File: src/rtl/i2s_mic_emulator_pkg.sv
// Shared defaults and helpers for the I2S microphone emulator.
package i2s_mic_pkg;

    localparam int unsigned W_SAMPLE_DEF    = 24;
    localparam int unsigned W_SLOT_DEF      = 32;
    localparam int unsigned SYNC_STAGES_DEF = 2;

    // Width of a counter that must reach w_slot-1.
    function automatic int unsigned bit_cnt_width(input int unsigned slot);
        return (slot > 1) ? $clog2(slot) : 1;
    endfunction

endpackage

File: src/rtl/i2s_mic_emulator_edge_sync.sv
// N-stage synchronizer for an asynchronous level, with single-clk
// rise/fall pulses derived from the synchronized level.
module i2s_edge_sync
    import i2s_mic_pkg::*;
#(
    parameter int unsigned stages = SYNC_STAGES_DEF
) (
    input  logic clk,
    input  logic rst,
    input  logic async_i,
    output logic level_o,
    output logic rise_o,
    output logic fall_o
);

    logic [stages-1:0] sync_q;
    logic              last_q;

    // Shift the async input through the synchronizer chain; keep the
    // previous synced level for edge detection.
    always_ff @(posedge clk) begin
        if (rst) begin
            sync_q <= '0;
            last_q <= 1'b0;
        end else begin
            sync_q <= {sync_q[stages-2:0], async_i};
            last_q <= sync_q[stages-1];
        end
    end

    assign level_o = sync_q[stages-1];
    assign rise_o  = sync_q[stages-1] & ~last_q;
    assign fall_o  = ~sync_q[stages-1] & last_q;

endmodule

File: src/rtl/i2s_mic_emulator.sv
// I2S slave transmitter emulating an INMP441-style microphone: follows
// external sck/ws and shifts out w_sample-bit words MSB first in its own
// channel slot, fed by a one-deep valid/ready holding register.
module i2s_mic_emulator
    import i2s_mic_pkg::*;
#(
    parameter int unsigned w_sample    = W_SAMPLE_DEF,
    parameter int unsigned w_slot      = W_SLOT_DEF,
    parameter int unsigned sync_stages = SYNC_STAGES_DEF
) (
    input  logic                clk,
    input  logic                rst,
    input  logic                lr,
    input  logic                sck,
    input  logic                ws,
    output logic                sd,
    output logic                sd_oe,
    input  logic [w_sample-1:0] sample_in,
    input  logic                sample_valid,
    output logic                sample_ready,
    output logic                underrun
);

    localparam int unsigned   CW      = bit_cnt_width(w_slot);
    localparam logic [CW-1:0] CNT_MAX = CW'(w_slot - 1);

    logic sck_rise, sck_fall, sck_lvl_unused;
    logic ws_lvl, ws_rise_unused, ws_fall_unused;

    i2s_edge_sync #(.stages(sync_stages)) u_sck_sync (
        .clk     (clk),
        .rst     (rst),
        .async_i (sck),
        .level_o (sck_lvl_unused),
        .rise_o  (sck_rise),
        .fall_o  (sck_fall)
    );

    i2s_edge_sync #(.stages(sync_stages)) u_ws_sync (
        .clk     (clk),
        .rst     (rst),
        .async_i (ws),
        .level_o (ws_lvl),
        .rise_o  (ws_rise_unused),
        .fall_o  (ws_fall_unused)
    );

    logic                ws_vld_q, ws_vld_d;
    logic                ws_prev_q, ws_prev_d;
    logic                own_slot_q, own_slot_d;
    logic [CW-1:0]       bit_cnt_q, bit_cnt_d;
    logic [w_sample-1:0] shift_q, shift_d;
    logic [w_sample-1:0] hold_q, hold_d;
    logic                hold_full_q, hold_full_d;
    logic                rdy_q, rdy_d;
    logic                underrun_q, underrun_d;
    logic                sd_q, sd_d;
    logic                sd_oe_q, sd_oe_d;

    logic slot_start, own_start, accept;

    // Next-state logic: slot detection, word load, bit shifting, handshake.
    always_comb begin
        ws_vld_d    = ws_vld_q;
        ws_prev_d   = ws_prev_q;
        own_slot_d  = own_slot_q;
        bit_cnt_d   = bit_cnt_q;
        shift_d     = shift_q;
        hold_d      = hold_q;
        hold_full_d = hold_full_q;
        underrun_d  = 1'b0;
        sd_d        = sd_q;
        sd_oe_d     = sd_oe_q;

        // ws is only meaningful at a sck rise; the first rise after reset
        // just seeds the history so a stale level cannot look like an edge.
        slot_start = sck_rise & ws_vld_q & (ws_lvl != ws_prev_q);
        own_start  = slot_start & (ws_lvl == lr);
        accept     = sample_valid & rdy_q;

        if (sck_rise) begin
            ws_prev_d = ws_lvl;
            ws_vld_d  = 1'b1;
        end

        if (slot_start) begin
            bit_cnt_d  = '0;
            own_slot_d = (ws_lvl == lr);
        end

        // Load consumes the holding register before any accept on this clk;
        // accept needs rdy_q, which is low whenever the register was full.
        if (own_start) begin
            if (hold_full_q) begin
                shift_d     = hold_q;
                hold_full_d = 1'b0;
            end else begin
                shift_d    = '0;
                underrun_d = 1'b1;
            end
        end

        if (accept) begin
            hold_d      = sample_in;
            hold_full_d = 1'b1;
        end

        if (sck_fall) begin
            if (own_slot_q && (32'(bit_cnt_q) < w_sample)) begin
                sd_d    = shift_q[w_sample-1];
                sd_oe_d = 1'b1;
                shift_d = {shift_q[w_sample-2:0], 1'b0};
            end else begin
                sd_d    = 1'b0;
                sd_oe_d = 1'b0;
            end
            if (bit_cnt_q != CNT_MAX) begin
                bit_cnt_d = bit_cnt_q + CW'(1);
            end
        end

        rdy_d = ~hold_full_d;
    end

    // State register with synchronous reset; ready stays low during reset.
    always_ff @(posedge clk) begin
        if (rst) begin
            ws_vld_q    <= 1'b0;
            ws_prev_q   <= 1'b0;
            own_slot_q  <= 1'b0;
            bit_cnt_q   <= '0;
            shift_q     <= '0;
            hold_q      <= '0;
            hold_full_q <= 1'b0;
            rdy_q       <= 1'b0;
            underrun_q  <= 1'b0;
            sd_q        <= 1'b0;
            sd_oe_q     <= 1'b0;
        end else begin
            ws_vld_q    <= ws_vld_d;
            ws_prev_q   <= ws_prev_d;
            own_slot_q  <= own_slot_d;
            bit_cnt_q   <= bit_cnt_d;
            shift_q     <= shift_d;
            hold_q      <= hold_d;
            hold_full_q <= hold_full_d;
            rdy_q       <= rdy_d;
            underrun_q  <= underrun_d;
            sd_q        <= sd_d;
            sd_oe_q     <= sd_oe_d;
        end
    end

    assign sd           = sd_q;
    assign sd_oe        = sd_oe_q;
    assign sample_ready = rdy_q;
    assign underrun     = underrun_q;

endmodule

File: config.mk
export PLATFORM = sky130hd
export DESIGN_NAME = i2s_mic_emulator
export DESIGN_NICKNAME = d
export VERILOG_FILES = /design/src/rtl/i2s_mic_emulator_pkg.sv /design/src/rtl/i2s_mic_emulator_edge_sync.sv /design/src/rtl/i2s_mic_emulator.sv
export SDC_FILE = /design/constraint.sdc
export NUM_CORES = 1
export LEC_CHECK = 0
export BUFFER_PORTS_ARGS = -buffer_cell sky130_fd_sc_hd__buf_2
export CAP_MARGIN = 20
export CORE_MARGIN = 2
export CORE_UTILIZATION = 45
export CTS_BUF_LIST = sky130_fd_sc_hd__clkbuf_8
export CTS_CLUSTER_SIZE = 20
export DETAILED_ROUTE_END_ITERATION = 12
export MAX_ROUTING_LAYER = met4
export SLEW_MARGIN = 20
export SYNTH_ARGS = -nofsm -noshare
export SYNTH_HDL_FRONTEND = slang
export SYNTH_SLANG_ARGS = --single-unit
File: constraint.sdc
create_clock -name clk -period 4 [get_ports clk]
set_clock_uncertainty 0.15 [all_clocks]
set_input_delay 0.2 -clock clk [delete_from_list [all_inputs] [get_ports clk]]
set_output_delay 0.2 -clock clk [all_outputs]
set_load 0.1 [all_outputs]
==> impl_metrics.toml <==
[job]
cap_violations = 0

[run_status]
status = "finished, final reports clean"

[logic_synthesis]
synth_area_um2 = 2700
postSynthAreaPerCell_um2 = 8.63
synth_mux_area_frac = 0.00371
synth-compound-area-share = 0.166
synthXorXnorAreaFrac = 0.00324
synth_adder_area_share = 0.00927
syn_nets = 345
ys_seq_area_frac = 0.489
ys_warn_count = 0
ys_types = 35
ys_ff_latch = 66
synthSimpleGateAreaFrac = 0.275
synth_top_family_by_area = "simple AND/OR/NAND/NOR gates"
netlist_instances = 313

[floorplan]
start_util = 0.462
die_x_um = 81.5
die_area_um2 = 6640
io_pins = 34
die_h_um = 81.5
core_area_um2 = 5850
num_rows = 28

[global_routing]
grt_max_degree = 67
antenna_found_initial = 0
grt_overflow = 0
grt_pass1_vias = 2012
grt_pass1_wl_um = 9040
grt_util_all_layers = 0.181

[sta]
hold_violations = 0
fin_ws_ps = 1850
post-route-min-period_ps = 2150
slew_violations = 0
fmaxAchievable_mhz = 466
finalCritPeriodShare = 0.536
rsz0062_at_grt = "false"
slew_headroom = 0.438
tns_ps = 0
worst_pin_slew_ps = 843
finalSetupViolations = 0

[cts]
cts-root-buf = "clkbuf_8"
cts_buffers = 9
post_cts_buffers = 0
clockBufferDepth = 2
cts_tree = "done"
clock_sinks = 66
clkSlewWorstSetupHoldPaths_ps = 60
clock_latency_ps = 330
cts_max_level = 3

[route]
route.vias.total = 2238
first_pass_iters = 4
vias_per_cell = 5.09
wire_per_inst_um = 12.0
ant_nets = 0
drt_iter0_markers = 122
drc = 0
routed_wl_um = 5280

[critical_path]
crit_fanout = 5
reg2regPathDepth = 7
worstSetupStartpointType = "register"
crit_path_end_kind = "register"
worstPathRequired_ps = 4040
rr_startpoint = "bit_cnt_q[0]"
worst-endpoint-arrival_ps = 2180
reg2reg_to = "bit_cnt_q[1]"
r2r_setup_slack_ps = 1850
crit_type = "reg -> reg"

[hold_path]
hold_depth = 2
hold_class = "reg -> reg"
hp-start = "ws_vld_q"
hold_end = "ws_vld_q"

[placed_design]
place_inst = 399
globalplace.congestion = 0.786
io_buffer_count = 33
place_ws_ps = 1890
place_hpwl_um = 2980

[cells_and_area]
final_common_cell = "nand2_1"
antenna_cells = 0
fill_cells = 535
fin_nets = 393
layout_common_cells = "nand2_1 (77), dfxtp_1 (65), buf_2 (33)"
drive_gt1_frac = 0.189
area_growth_pct = 20.9
final_util = 0.558
fin_cells = 440

[power]
fin_total_pwr_mw = 1.26
vdd_drop_max_v = 0.000175
p_leak_nw = 1.23
power_density_nw_per_um2 = 385
-- synthesized netlist by cell type, drive strengths merged --
library cell | n | area share
mux2i | 1 | 0.0037
a311oi | 23 | 0.082
nand2b | 2 | 0.0046
nand2 | 77 | 0.11
and3b | 2 | 0.0083
a211oi | 1 | 0.0028
o21ai | 2 | 0.0079
nand3 | 27 | 0.069
dfxtp | 66 | 0.49
and2 | 1 | 0.0023
nor3 | 2 | 0.0037
clkbuf | 16 | 0.022
a21oi | 31 | 0.057
ha | 2 | 0.0093
o21a | 1 | 0.0056
a22oi | 3 | 0.0083
buf | 8 | 0.030
nor3b | 2 | 0.0097
nor2 | 32 | 0.044
xor2 | 1 | 0.0032
nor2b | 7 | 0.016
inv | 1 | 0.0014
or3b | 1 | 0.0032
or3 | 1 | 0.0023
and3 | 2 | 0.0046
a31oi | 1 | 0.0023
-- flip-flops by register name, summed over array words and instances, names as in the netlist --
name	flops
shift_q	24
u_sck_sync.last_q	1
ws_prev_q	1
bit_cnt_q	5
own_slot_q	1
underrun	1
u_sck_sync.sync_q	2
ws_vld_q	1
u_ws_sync.sync_q	2
hold_q	24
sd_oe	1
hold_full_q	1
sd	1
sample_ready	1
-- metrics by stage --
| step | instance area [um2] | hold slack [ps] |
|---|---|---|
| 5_1_grt | 3270 | 325 |
| 4_1_cts | 3260 | 296 |
| 3_3_place_gp | 2830 | 260 |
| 2_1_floorplan | 2700 | 178 |
| 3_5_place_dp | 2830 | 278 |
| 6_report | 3270 | 293 |
-- layer usage --
metal	global-route usage	up-vias	routed length (um)
met5	-	-	0
met3	0.0407	8	160
li1	-	1171	-
met2	0.269	34	2350
met4	0.0814	0	83
met1	0.236	1025	2690
-- worst max-delay path, stage by stage, from the launching register on --
cell	delay, ps
dfxtp_1	330
ha_1	220
and3_1	190
ha_1	190
nor3b_1	490
a21oi_1	210
a22oi_1	180
nor2_1	50
-- kinds of logic (layout without fill, tap and decap cells) --
family | Yosys count | in the layout
compound gates | 62 | 62
simple gates | 156 | 156
buf+inv | 25 | 77
fa+ha+maj | 2 | 2
xor+xnor | 1 | 1
flops | 66 | 66
mux | 1 | 1
-- what timing repair did --
item,4_1_cts,5_1_grt
resized for setup,0,0
hold endpoints to repair,26,0
hold buffers,26,0
setup endpoints to repair,0,0
-- report_power, final --
| group | total, mW | switching [mW] | internal, mW | leakage, nW |
|---|---|---|---|---|
| Clock | 0.481 | 0.232 | 0.250 | 0.0961 |
| Sequential | 0.690 | 0.0161 | 0.674 | 0.536 |
| Combinational | 0.0865 | 0.0452 | 0.0412 | 0.599 |
-- area by class of cell --
cell class                 instances  area (um2)  area share
clock buffer                      11         151      0.0464
inverter                           1        3.75     0.00115
timing repair buffer              61         440       0.135
multi-input combinational        222        1230       0.378
sequential                        66        1320       0.405
tap                               75        93.8      0.0287
clock inverter                     4        18.8     0.00575
-- how the worst max path moves through the flow --
stage / from / to / slack [ps] / depth (start not counted)
final: bit_cnt_q[0] / bit_cnt_q[1] / 1850 / 7
after global routing: bit_cnt_q[0] / bit_cnt_q[4] / 1640 / 7
after CTS: bit_cnt_q[0] / bit_cnt_q[1] / 1870 / 7
after detailed placement: bit_cnt_q[0] / bit_cnt_q[4] / 1890 / 7
after global placement: bit_cnt_q[0] / bit_cnt_q[0] / 1930 / 7
after floorplan: sample_ready / hold_q[10] / 1950 / 5
Power figures use the tool's default switching activity.
